$ cat src/rtl/run_controller_if.sv
// -----------------------------------------------------------------------------
// run_controller_if
//   Groups the run handshake and core-control signals of run_controller.
//
//   Parameters:
//     ADDR_W : width of the data_memory zeroing address
//     CNT_W  : width of the run cycle counter
//
//   Signals:
//     start       : start request from the testbench
//     core_done   : done decode from control_decoder
//     core_clear  : synchronous clear to program_counter/register_file
//     run_en      : enables PC advance and register/memory writes
//     clr_we      : data_memory zeroing write strobe
//     clr_addr    : data_memory zeroing address
//     done        : run-complete flag
//     timeout     : run ended by the cycle limit
//     cycle_count : RUN cycles in the current or last run
//     state       : encoded FSM state for debug
//
//   Modports:
//     master : the controller (drives everything except start/core_done)
//     slave  : the environment (drives start/core_done)
// -----------------------------------------------------------------------------
interface run_controller_if #(
   parameter int ADDR_W = 8,
   parameter int CNT_W  = 16
) ();

   logic              start;
   logic              core_done;
   logic              core_clear;
   logic              run_en;
   logic              clr_we;
   logic [ADDR_W-1:0] clr_addr;
   logic              done;
   logic              timeout;
   logic [CNT_W-1:0]  cycle_count;
   logic [2:0]        state;

   modport master (
      input  start, core_done,
      output core_clear, run_en, clr_we, clr_addr, done, timeout, cycle_count, state
   );

   modport slave (
      output start, core_done,
      input  core_clear, run_en, clr_we, clr_addr, done, timeout, cycle_count, state
   );

endinterface

$ cat src/rtl/run_controller.sv
// -----------------------------------------------------------------------------
// run_controller
//   Run FSM between the start/done handshake and the single-cycle core.
//   Each run: zero data_memory while holding the core in clear (CLEAR),
//   wait for start to be released (HOLD), execute (RUN), report (FIN).
//   Executed RUN cycles are counted, saturating at all-ones.
//
//   Optional feature (macro RUN_TIMEOUT_EN):
//     defined   : RUN ends with timeout=1 once MAX_CYCLES cycles have run
//                 without core_done; core_done on that cycle wins.
//     undefined : timeout is tied to 0, RUN waits indefinitely.
//
//   Ports:
//     clk   : system clock
//     reset : asynchronous, active-high reset
//     bus   : run_controller_if.master (start, core_done in; core_clear,
//             run_en, clr_we, clr_addr, done, timeout, cycle_count, state out)
//
//   All outputs are registers or decodes of the state register only.
// -----------------------------------------------------------------------------
module run_controller #(
   parameter int ADDR_W      = 8,
   parameter int CLEAR_DEPTH = 256,
   parameter int CNT_W       = 16,
   parameter int MAX_CYCLES  = 4096
) (
   input  logic               clk,
   input  logic               reset,
   run_controller_if.master   bus
);

   typedef enum logic [2:0] {
      IDLE  = 3'd0,
      CLEAR = 3'd1,
      HOLD  = 3'd2,
      RUN   = 3'd3,
      FIN   = 3'd4
   } state_t;

   localparam logic [ADDR_W-1:0] CLR_LAST = ADDR_W'(CLEAR_DEPTH - 1);
   localparam logic [CNT_W-1:0]  CNT_LAST = CNT_W'(MAX_CYCLES - 1);
   localparam logic [CNT_W-1:0]  CNT_SAT  = '1;

`ifdef RUN_TIMEOUT_EN
   localparam bit TIMEOUT_EN = 1'b1;
`else
   localparam bit TIMEOUT_EN = 1'b0;
`endif

   state_t            state_q;
   state_t            state_d;
   logic [ADDR_W-1:0] clr_addr_q;
   logic [CNT_W-1:0]  cycle_count_q;
   logic              clr_last;
   logic              limit_hit;
   logic              enter_clear;
   logic              core_clear_d;
   logic              run_en_d;
   logic              clr_we_d;
   logic              done_d;

   assign clr_last    = (clr_addr_q == CLR_LAST);
   // The current RUN cycle is the MAX_CYCLES-th one when the count of
   // already-completed cycles is MAX_CYCLES-1.
   assign limit_hit   = TIMEOUT_EN && (cycle_count_q >= CNT_LAST);
   assign enter_clear = (state_d == CLEAR) && (state_q != CLEAR);

   // NOTE: sequential state uses non-blocking assignments so every register
   // samples pre-edge values regardless of process ordering.
   always_ff @(posedge clk or posedge reset) begin
      if (reset) state_q <= IDLE;
      else       state_q <= state_d;
   end

   // NOTE: every output of this block gets a default first so no path
   // leaves a signal unassigned, which would infer a latch.
   always_comb begin
      state_d      = state_q;
      core_clear_d = 1'b0;
      run_en_d     = 1'b0;
      clr_we_d     = 1'b0;
      done_d       = 1'b0;
      case (state_q)
         IDLE: begin
            if (bus.start) state_d = CLEAR;
         end
         CLEAR: begin
            core_clear_d = 1'b1;
            clr_we_d     = 1'b1;
            if (clr_last) state_d = HOLD;
         end
         HOLD: begin
            // core_done is ignored: fetch at PC 0 may decode stale here.
            core_clear_d = 1'b1;
            if (!bus.start) state_d = RUN;
         end
         RUN: begin
            run_en_d = 1'b1;
            if (bus.core_done || limit_hit) state_d = FIN;
         end
         FIN: begin
            done_d = 1'b1;
            if (bus.start) state_d = CLEAR;
         end
         default: state_d = IDLE;
      endcase
   end

   // Zeroing address walks 0..CLEAR_DEPTH-1 in CLEAR and rests at 0 elsewhere,
   // so it is already 0 on the first CLEAR cycle.
   always_ff @(posedge clk or posedge reset) begin
      if (reset)                           clr_addr_q <= '0;
      else if (state_q == CLEAR && !clr_last) clr_addr_q <= clr_addr_q + ADDR_W'(1);
      else                                 clr_addr_q <= '0;
   end

   // The cycle that samples core_done is still counted.
   always_ff @(posedge clk or posedge reset) begin
      if (reset)
         cycle_count_q <= '0;
      else if (enter_clear)
         cycle_count_q <= '0;
      else if (state_q == RUN && cycle_count_q != CNT_SAT)
         cycle_count_q <= cycle_count_q + CNT_W'(1);
   end

`ifdef RUN_TIMEOUT_EN
   logic timeout_q;

   always_ff @(posedge clk or posedge reset) begin
      if (reset)
         timeout_q <= 1'b0;
      else if (enter_clear)
         timeout_q <= 1'b0;
      else if (state_q == RUN && limit_hit && !bus.core_done)
         timeout_q <= 1'b1;
   end

   assign bus.timeout = timeout_q;
`else
   assign bus.timeout = 1'b0;
`endif

   assign bus.core_clear  = core_clear_d;
   assign bus.run_en      = run_en_d;
   assign bus.clr_we      = clr_we_d;
   assign bus.clr_addr    = clr_addr_q;
   assign bus.done        = done_d;
   assign bus.cycle_count = cycle_count_q;
   assign bus.state       = state_q;

endmodule
$ cat src/flat_wrapper.sv
// flat-port wrapper written by rule: the top's interface ports become plain ports
module run_controller_flat 
#(
   parameter int ADDR_W      = 8,
   parameter int CLEAR_DEPTH = 256,
   parameter int CNT_W       = 16,
   parameter int MAX_CYCLES  = 4096
)
  (clk, reset, bus_start, bus_core_done, bus_core_clear, bus_run_en, bus_clr_we, bus_clr_addr, bus_done, bus_timeout, bus_cycle_count, bus_state);
  run_controller_if #(.ADDR_W(ADDR_W), .CNT_W(CNT_W)) bus_i ();
  input  logic clk;
  input  logic reset;
  input wire logic [$bits(bus_i.start)-1:0] bus_start;
  input wire logic [$bits(bus_i.core_done)-1:0] bus_core_done;
  output wire logic [$bits(bus_i.core_clear)-1:0] bus_core_clear;
  output wire logic [$bits(bus_i.run_en)-1:0] bus_run_en;
  output wire logic [$bits(bus_i.clr_we)-1:0] bus_clr_we;
  output wire logic [$bits(bus_i.clr_addr)-1:0] bus_clr_addr;
  output wire logic [$bits(bus_i.done)-1:0] bus_done;
  output wire logic [$bits(bus_i.timeout)-1:0] bus_timeout;
  output wire logic [$bits(bus_i.cycle_count)-1:0] bus_cycle_count;
  output wire logic [$bits(bus_i.state)-1:0] bus_state;
  assign bus_i.start = bus_start;
  assign bus_i.core_done = bus_core_done;
  assign bus_core_clear = bus_i.core_clear;
  assign bus_run_en = bus_i.run_en;
  assign bus_clr_we = bus_i.clr_we;
  assign bus_clr_addr = bus_i.clr_addr;
  assign bus_done = bus_i.done;
  assign bus_timeout = bus_i.timeout;
  assign bus_cycle_count = bus_i.cycle_count;
  assign bus_state = bus_i.state;
  run_controller #(.ADDR_W(ADDR_W), .CLEAR_DEPTH(CLEAR_DEPTH), .CNT_W(CNT_W), .MAX_CYCLES(MAX_CYCLES)) u_core (.clk(clk), .reset(reset), .bus(bus_i));
endmodule
$ cat config.mk
export PLATFORM = sky130hd
export DESIGN_NAME = run_controller_flat
export DESIGN_NICKNAME = d
export VERILOG_FILES = /design/src/rtl/run_controller_if.sv /design/src/rtl/run_controller.sv /design/src/flat_wrapper.sv
export SDC_FILE = /design/constraint.sdc
export NUM_CORES = 1
export LEC_CHECK = 0
export ABC_AREA = 1
export CAP_MARGIN = 20
export CORE_MARGIN = 10
export CORE_UTILIZATION = 40
export DETAILED_ROUTE_END_ITERATION = 16
export GPL_ROUTABILITY_DRIVEN = 0
export MAX_ROUTING_LAYER = met4
export PLACE_DENSITY = 0.66
export SYNTH_ARGS = -nofsm -noshare
export SYNTH_HDL_FRONTEND = slang
export SYNTH_SLANG_ARGS = --single-unit
export TNS_END_PERCENT = 5
$ cat constraint.sdc
create_clock -name clk -period 2.6 [get_ports clk]
set_input_delay 0.26 -clock clk [delete_from_list [all_inputs] [get_ports clk]]
set_output_delay 0.26 -clock clk [all_outputs]
set_load 0.005 [all_outputs]
==> results of run 1 <==
[flip-flops by register name, summed over array words and instances (netlist names)]
signal	flops
u_core.bus.clr_addr	8
u_core.bus.cycle_count	16
u_core.bus.state	3
[final timing paths]
path | end | from | cells after the start | slack (ps)
worst max-delay path | bus_core_clear | u_core.bus.state[2] | 3 | 400
worst min-delay path | u_core.bus.cycle_count[1] | reset | 3 | 330
worst max register to register | u_core.bus.cycle_count[2] | u_core.bus.cycle_count[0] | 9 | 750
worst min register to register | u_core.bus.clr_addr[0] | u_core.bus.clr_addr[0] | 1 | 500
max in group asynchronous | u_core.bus.cycle_count[12] | reset | 3 | 2020
min in group clk | u_core.bus.clr_addr[0] | u_core.bus.clr_addr[0] | 1 | 500
[Yosys cell counts, types with 2 or more instances]
master	count	area, µm²
nor3b_1	2	15.01
inv_2	2	7.510
buf_6	2	22.52
nand4_1	17	106.4
nand2_1	71	266.5
nor2_1	26	97.59
dfrtp_1	27	675.7
o21bai_1	3	22.52
inv_1	21	78.83
nor3_1	5	25.02
o21ai_0	3	15.01
nand3_1	14	70.07
nor2_4	2	22.52
nor2_2	2	12.51
or2_2	4	25.02
xor2_1	4	35.03
ha_1	2	25.02
a21oi_1	3	15.01
[layout by cell type (no fill, tap or decap), drive strengths merged]
master,n
ha,2
nand2,72
nor3b,2
nor2,31
nor4,1
a21oi,3
clkbuf,4
dfrtp,27
clkdlybuf4s50,34
inv,23
nand4,17
conb,1
nand3,14
or2,4
nor3,6
xor2,4
nand3b,1
o21ai,3
o21bai,3
buf,1
[area by class of cell]
| class | count | area, µm² | area share [%] |
|---|---|---|---|
| Inverter | 23 | 86.33 | 4.270 |
| Multi-Input combinational cell | 164 | 807.0 | 39.91 |
| Timing Repair Buffer | 35 | 347.8 | 17.20 |
| Clock buffer | 4 | 45.04 | 2.228 |
| Tap cell | 48 | 60.06 | 2.970 |
| Sequential cell | 27 | 675.6 | 33.42 |
[metal layers]
layer	global-route usage (%)	up-vias
met2	15.71	23
met4	4.615	0
met1	14.16	681
met3	1.953	4
met5	-	-
li1	-	776
[critical path, delay by kind of cell, from the launching register on]
family / cells / cell delay (ps)
flops: 1 / 440
buf+inv: 1 / 490
simple gates: 2 / 730
[cells by family (layout without fill, tap and decap cells)]
kind of cell / Yosys count / count (layout) / share of synthesized area, %
and+or+nand+nor: 148 / 148 / 43.09
DFF: 27 / 27 / 42.15
buffers and inverters: 27 / 62 / 7.494
AOI/OAI and AO/OA: 9 / 9 / 3.278
xor gates and xnor gates: 4 / 4 / 2.186
adders and majority gates: 2 / 2 / 1.561
other: 1 / 1 / 0.2340
[power by group through the flow]
| stage | logic, mW | clock network (mW) | registers [mW] |
|---|---|---|---|
| floorplan | 0.161 | 0 | 0.523 |
| global placement | 0.314 | 0 | 0.524 |
| detailed placement | 0.318 | 0 | 0.524 |
| CTS | 0.318 | 0.244 | 0.516 |
| global route | 0.353 | 0.260 | 0.522 |
| finish | 0.309 | 0.235 | 0.515 |
[metrics by stage]
| stage | utilization [%] | cell area, µm² | hold WS, ps | power (mW) |
|---|---|---|---|---|
| after floorplan | - | 1603 | 312.7 | 0.6845 |
| after global placement | 52.42 | 1977 | 474.6 | 0.8377 |
| after detailed placement | 52.42 | 1977 | 484.4 | 0.8416 |
| after CTS | 53.62 | 2022 | 347.3 | 1.077 |
| after global routing | 53.62 | 2022 | 378.4 | 1.134 |
| final | 53.62 | 2022 | 334.2 | 1.060 |
==> flow_metrics.py, run 1 <==
metrics = {
    "worst_setup_path": {
        "crit_path_cell_trace": "nor3_1, or2_2, clkdlybuf4s50_1",
        "timing_worst_setup_path_type": "reg -> out",
        "critical_path_peak_fanout": 6,
        "crit_path_start_kind": "flip-flop",
        "required_ps": 2340,
        "setup.worst_path.end_class": "primary output",
        "timing.critical_path.slowest_cell_delay_ps": 520,
        "worst_path_arrival_time_ps": 1940,
        "critical_path.slowest_cell": "nor3_1",
    },
    "sta": {
        "timing.final.crit_share_pct": 84.64,
        "tmin_final_ps": 2201,
        "finalSetupViolations": 0,
        "final.setup.worst_slack_ps": 399.4,
        "timing_max_transition_violations_final": 0,
        "finalHoldViolations": 0,
        "finalClockSkew_ps": 1.669,
        "slew-limit-headroom_pct": 60.37,
        "setup-tns-final_ps": 0,
        "max_freq_mhz": 454.4,
        "grt_setup_unrepaired": "no",
        "worst-slew-pin-transition_ps": 589.9,
    },
    "synthesis": {
        "synth.yosys.warnings": 0,
        "syn_avg_cell_area_um2": 7.352,
        "postSynthRegisterBits": 27,
        "ys_dominant_reg_cell": "dfrtp_1",
        "synth-edff-count": 0,
        "ys_seq_area_share_pct": 42.15,
        "netlist_area_um2": 1603,
        "postSynthNetCount": 224,
        "synthArstFlopShare_pct": 100.0,
        "synth_cell_type_count": 26,
        "syn_inst": 218,
    },
    "cells_and_area": {
        "finish.cell_count_without_fillers": 301,
        "diodes": 0,
        "layout_overhead_on_the_synthesized_area_pct": 26.15,
        "post_route_cells_drive_above_1_share_pct": 6.719,
        "layout.nets": 260,
        "num-fill-cells": 387,
    },
    "clocking": {
        "ctsRootBufferMaster": "clkbuf_8",
        "clock_tree_from_tritoncts": "built",
        "ctsResizeCount": 0,
        "clock_sink_count": 27,
        "clock_h_tree_levels": 1,
        "clk_pin_slew_worst_paths_ps": 90,
        "insertion_delay_ps": 270,
        "cts.path.max_buffers": 2,
        "numCtsBuffers": 3,
        "number_of_buffers_inserted_by_hold_repair_at_cts": 0,
        "postCtsSetupBuffers": 0,
    },
    "placed_design": {
        "io_buffers": 34,
        "numPlacedInstances": 297,
        "place_ws_ps": 630.8,
        "dpl.hpwl_um": 2812,
    },
    "pwr": {
        "power.ir.vdd_worst_mv": 0.3873,
        "p_per_area_nw_per_um2": 524.1,
        "power_leakage_nw": 0.9209,
        "clkPwrFrac_pct": 22.2,
        "power.share.switching_pct": 30.56,
        "net_switching_power_figure_mw": 0.3238,
        "seqPwrFrac_pct": 48.6,
        "comb_power_share_pct": 29.2,
        "power.internal_mw": 0.7359,
    },
    "floorplanning": {
        "initial_utilization_pct": 42.50,
        "core_region_area_um2": 3771,
        "die_area_um2": 6939,
        "boundaryPins": 36,
        "chipHeight_um": 83.30,
        "core.rowCount": 22,
        "x_dimension_of_the_die_um": 83.30,
    },
    "flow_run": {
        "max_capacitance_violation_count": 0,
    },
    "global_routing": {
        "grt_pass1_wl_um": 6334,
        "track_usage_pct": 10.78,
        "grt.overflow.total": 0,
        "pin_count_of_the_biggest_net_entering_global_routing": 28,
        "grt_pass1_vias": 1313,
        "initial_antenna_violation_count": 0,
    },
    "route": {
        "via_count": 1484,
        "detail_route.vias_per_cell": 4.930,
        "detail_route.wl_per_cell_um": 12.22,
        "wl_met2_um": 1603,
        "highest_layer": "met4",
        "drc_violations_left": 0,
        "met3WireLength_um": 119,
        "first_pass_iteration_count_of_the_detailed_router": 4,
        "totalWireLength_um": 3679,
        "detail_route.iter0.violations": 69,
        "ant_nets": 0,
        "wl_met1_um": 1897,
    },
    "status": {
        "outcome": "finished, final reports clean",
    },
    "min_path": {
        "timing.hold.worst.class": "in -> async",
    },
}
No activity file was read; power rests on OpenSTA's default activity.
==> run 2, diff against run 1 <==
==> constraint.sdc (replaced) <==
create_clock -name clk -period 2.25 [get_ports clk]
set_input_delay 0.225 -clock clk [delete_from_list [all_inputs] [get_ports clk]]
set_output_delay 0.225 -clock clk [all_outputs]
set_load 0.005 [all_outputs]
==> flow_metrics.py, run 2 (synthesis gave the netlist of run 1 again) <==
metrics = {
    "sta": {
        "timing_max_transition_violations_final": 0,
        "finalSetupViolations": 0,
        "timing.final.crit_share_pct": 88.00,
        "tmin_final_ps": 1980,
        "finalClockSkew_ps": 4.001,
        "finalHoldViolations": 0,
        "grt_setup_unrepaired": "no",
        "max_freq_mhz": 505.1,
        "final.setup.worst_slack_ps": 270.0,
        "fin_worst_hold_slack_ps": 305.2,
        "setup-tns-final_ps": 0,
    },
    "worst_setup_path": {
        "critical_path.slowest_cell": "clkdlybuf4s50_1",
        "timing.critical_path.slowest_cell_delay_ps": 490,
        "ff2ff_path_depth": 9,
        "regToRegStartpoint": "u_core.bus.cycle_count[0]",
        "worst_path_arrival_time_ps": 1750,
        "required_ps": 2030,
        "crit_path_cell_trace": "nor3_2, or2_2, clkdlybuf4s50_1",
        "crit_path_start_kind": "flip-flop",
        "reg2reg_setup_slack_ps": 470,
        "critical-path-top-delay-family": "simple AND/OR/NAND/NOR gates",
        "critical_path_peak_fanout": 6,
        "endpoint": "bus_core_clear",
        "timing_worst_setup_path_type": "reg -> out",
        "number_of_buffers_and_inverters_on_the_critical_path": 1,
        "timing.rr.end": "u_core.bus.cycle_count[11]",
        "startpoint": "u_core.bus.state[2]",
        "setup.worst_path.end_class": "primary output",
        "worst-path-stages": 3,
    },
    "clocking": {
        "postCtsSetupBuffers": 0,
        "clock_sink_count": 27,
        "clock_h_tree_levels": 1,
        "ctsRootBufferMaster": "clkbuf_8",
        "insertion_delay_ps": 270,
        "clock_tree_from_tritoncts": "built",
        "cts.path.max_buffers": 2,
        "numCtsBuffers": 3,
        "number_of_buffers_inserted_by_hold_repair_at_cts": 0,
        "clk_pin_slew_worst_paths_ps": 100,
        "ctsResizeCount": 0,
    },
    "route": {
        "detail_route.wl_per_cell_um": 12.65,
        "detail_route.vias_per_cell": 4.874,
        "ant_nets": 0,
        "totalWireLength_um": 3821,
        "detail_route.iter0.violations": 92,
        "via_count": 1472,
        "first_pass_iteration_count_of_the_detailed_router": 4,
        "drc_violations_left": 0,
    },
    "pwr": {
        "power_leakage_nw": 0.9293,
        "power.ir.vdd_worst_mv": 0.4147,
        "p_per_area_nw_per_um2": 606.0,
        "post-layout-total-power_mw": 1.234,
    },
    "floorplanning": {
        "die_area_um2": 6939,
        "x_dimension_of_the_die_um": 83.30,
        "core.rowCount": 22,
        "boundaryPins": 36,
        "core_region_area_um2": 3771,
        "initial_utilization_pct": 42.50,
        "chipHeight_um": 83.30,
    },
    "cells_and_area": {
        "layout_overhead_on_the_synthesized_area_pct": 27.01,
        "diodes": 0,
        "layout.cell_area.non_filler_um2": 2036,
        "layout.nets": 261,
        "number_of_flip_flops_under_the_largest_register_name": 16,
        "commonest_cells_after_routing_fill_and_taps_aside": "nand2_1 (71), clkdlybuf4s50_1 (34), dfrtp_1 (27)",
        "commonest_non_fill_non_tap_cell_in_the_layout": "nand2_1",
        "finish.utilization_pct": 53.98,
        "post_route_cells_drive_above_1_share_pct": 7.874,
        "finish.cell_count_without_fillers": 302,
    },
    "placed_design": {
        "numPlacedInstances": 298,
        "dpl.hpwl_um": 2871,
        "place_ws_ps": 417.4,
        "io_buffers": 34,
        "place_area_um2": 1984,
    },
    "status": {
        "outcome": "finished, final reports clean",
    },
    "min_path": {
        "timing.hold.worst.class": "in -> async",
    },
    "global_routing": {
        "pin_count_of_the_biggest_net_entering_global_routing": 28,
        "grt_pass1_wl_um": 6499,
        "grt_pass1_vias": 1329,
        "track_usage_pct": 10.92,
        "initial_antenna_violation_count": 0,
        "grt.overflow.total": 0,
    },
    "flow_run": {
        "max_capacitance_violation_count": 0,
    },
}
[run 2: worst min path at each step]
stage / from / to / slack [ps] / cells after the start
5_1_grt: reset / u_core.bus.cycle_count[14] / 340 / 3
4_1_cts: reset / u_core.bus.cycle_count[1] / 320 / 3
3_5_place_dp: u_core.bus.clr_addr[0] / u_core.bus.clr_addr[0] / 480 / 1
6_report: reset / u_core.bus.cycle_count[3] / 310 / 3
2_1_floorplan: reset / u_core.bus.clr_addr[0] / 280 / 1
3_3_place_gp: u_core.bus.clr_addr[0] / u_core.bus.clr_addr[0] / 480 / 1
[run 2: power by group]
group / switching [mW] / internal [mW]
Clock: 0.152 / 0.124
Sequential: 0.0544 / 0.541
Combinational: 0.178 / 0.183
Total: 0.385 / 0.849
[run 2: worst register-to-register path, stage by stage, from the launching register on]
cell	delay (ps)
dfrtp_1	440
ha_1	270
nand3_1	130
inv_2	60
nand2_2	80
nor2_4	50
nor2_4	360
nor2_8	120
nand2_1	90
nand2_1	60
[run 2: layer usage]
layer  GRT usage, %  part of all wire (%)  vias up
met3          1.758                   4.1        2
met2          16.20                    44       29
met1          14.80                    51      665
met5              -                     0        -
met4          3.231                  0.94        0
li1               -                     -      776
[run 2: final cells by class]
type | count | area (µm²)
Fill cell | 385 | 1735
Multi-Input combinational cell | 164 | 812.0
Sequential cell | 27 | 675.6
Timing Repair Buffer | 36 | 355.3
Inverter | 23 | 86.33
Tap cell | 48 | 60.06
Clock buffer | 3 | 41.29
Clock inverter | 1 | 5.005
==> run 3, diff against run 2 <==
--- a/config.mk
+++ b/config.mk
@@ -11,8 +11,10 @@
 export CORE_UTILIZATION = 40
 export DETAILED_ROUTE_END_ITERATION = 16
 export GPL_ROUTABILITY_DRIVEN = 0
+export GPL_TIMING_DRIVEN = 0
 export MAX_ROUTING_LAYER = met4
 export PLACE_DENSITY = 0.66
+export SKIP_LAST_GASP = 1
 export SYNTH_ARGS = -nofsm -noshare
 export SYNTH_HDL_FRONTEND = slang
 export SYNTH_SLANG_ARGS = --single-unit
==> flow_metrics.py, run 3 (synthesis gave the netlist of run 1 again) <==
metrics = {
    "sta": {
        "setup-tns-final_ps": 0,
        "finalHoldViolations": 0,
        "final.setup.worst_slack_ps": 292.6,
        "timing_max_transition_violations_final": 0,
        "timing.final.crit_share_pct": 86.99,
        "fin_worst_hold_slack_ps": 242.9,
        "finalClockSkew_ps": 4.299,
        "finalSetupViolations": 0,
        "tmin_final_ps": 1957,
        "grt_setup_unrepaired": "no",
        "max_freq_mhz": 510.9,
    },
    "pwr": {
        "power.ir.vdd_worst_mv": 0.5950,
        "post-layout-total-power_mw": 1.242,
        "power_leakage_nw": 0.9491,
        "p_per_area_nw_per_um2": 596.8,
    },
    "worst_setup_path": {
        "worst_path_arrival_time_ps": 1730,
        "worst-path-stages": 3,
        "timing_worst_setup_path_type": "reg -> out",
        "number_of_buffers_and_inverters_on_the_critical_path": 1,
        "crit_path_start_kind": "flip-flop",
        "crit_path_cell_trace": "nor3_2, or2_2, clkdlybuf4s50_1",
        "ff2ff_path_depth": 10,
        "timing.critical_path.slowest_cell_delay_ps": 490,
        "critical_path_peak_fanout": 6,
        "required_ps": 2030,
        "setup.worst_path.end_class": "primary output",
        "critical-path-top-delay-family": "simple AND/OR/NAND/NOR gates",
        "critical_path.slowest_cell": "clkdlybuf4s50_1",
    },
    "floorplanning": {
        "die_area_um2": 6939,
        "core_region_area_um2": 3771,
        "chipHeight_um": 83.30,
        "core.rowCount": 22,
        "initial_utilization_pct": 42.50,
        "boundaryPins": 36,
        "x_dimension_of_the_die_um": 83.30,
    },
    "cells_and_area": {
        "number_of_flip_flops_under_the_largest_register_name": 16,
        "layout.cell_area.non_filler_um2": 2081,
        "finish.utilization_pct": 55.18,
        "finish.cell_count_without_fillers": 305,
        "commonest_cells_after_routing_fill_and_taps_aside": "nand2_1 (71), clkdlybuf4s50_1 (34), dfrtp_1 (27)",
        "layout.nets": 264,
        "commonest_non_fill_non_tap_cell_in_the_layout": "nand2_1",
        "diodes": 0,
        "num-fill-cells": 350,
        "post_route_cells_drive_above_1_share_pct": 8.171,
        "layout_overhead_on_the_synthesized_area_pct": 29.82,
        "multi_input_gate_area_in_the_final_layout_um2": 812.0,
        "ff_latch_area_um2": 675.6,
    },
    "min_path": {
        "timing.hold.worst.class": "in -> async",
    },
    "clocking": {
        "clk_pin_slew_worst_paths_ps": 90,
        "postCtsSetupBuffers": 0,
        "numCtsBuffers": 3,
        "clock_sink_count": 27,
        "cts.path.max_buffers": 2,
        "clock_tree_from_tritoncts": "built",
        "insertion_delay_ps": 270,
        "clock_h_tree_levels": 1,
        "ctsRootBufferMaster": "clkbuf_8",
    },
    "global_routing": {
        "initial_antenna_violation_count": 0,
        "grt.overflow.total": 0,
        "pin_count_of_the_biggest_net_entering_global_routing": 28,
        "grt_pass1_wl_um": 6175,
        "track_usage_pct": 10.63,
        "grt_pass1_vias": 1250,
    },
    "placed_design": {
        "numPlacedInstances": 300,
        "io_buffers": 34,
        "dpl.hpwl_um": 2950,
        "place_ws_ps": 389.2,
        "place_area_um2": 2003,
    },
    "route": {
        "detail_route.wl_per_cell_um": 12.25,
        "ant_nets": 0,
        "via_count": 1498,
        "first_pass_iteration_count_of_the_detailed_router": 4,
        "drc_violations_left": 0,
        "detail_route.iter0.violations": 99,
        "totalWireLength_um": 3736,
        "detail_route.vias_per_cell": 4.911,
    },
    "flow_run": {
        "max_capacitance_violation_count": 0,
    },
    "status": {
        "outcome": "finished, final reports clean",
    },
}
-- run 3: changes by cell type in the layout (fill, tap and decap cells not counted) --
cell | before | now
buf_6 | 0 | 2
clkbuf_1 | 0 | 2
buf_16 | 0 | 1
buf_4 | 2 | 1
clkinv_2 | 1 | 0
-- run 3: path summary, 6_finish.rpt --
path                                                 from                    endpoint  slack, ps
worst min-delay path                                reset   u_core.bus.cycle_count[2]        240
worst max-delay path                  u_core.bus.state[2]              bus_core_clear        290
worst min register to register     u_core.bus.clr_addr[0]      u_core.bus.clr_addr[0]        490
min in group clk                   u_core.bus.clr_addr[0]      u_core.bus.clr_addr[0]        490
worst max register to register  u_core.bus.cycle_count[0]   u_core.bus.cycle_count[7]        430
max in group asynchronous                           reset  u_core.bus.cycle_count[13]       1580
-- run 3: area by class of cell --
type | instances | area share, %
buffer | 4 | 1.624
clock buffer | 4 | 2.165
inverter | 23 | 4.149
multi-input combinational | 164 | 39.03
sequential | 27 | 32.47
tap | 48 | 2.886
timing repair buffer | 35 | 17.68
-- run 3: routing by layer --
metal	GRT usage, %	up-vias	wire, µm
li1	-	785	-
met1	14.25	672	1883
met2	15.08	36	1607
met3	1.953	5	181
met4	4.615	0	65
met5	-	-	0
-- run 3: power by group --
group	internal [mW]	switching (mW)
clock network	0.127	0.143
logic	0.194	0.182
registers	0.541	0.0540
-- run 3: repair_timing --
| action | CTS | global route |
|---|---|---|
| setup endpoints to repair | 0 | 1 |
| hold buffers | 0 | 0 |
| resized for setup | 0 | 1 |
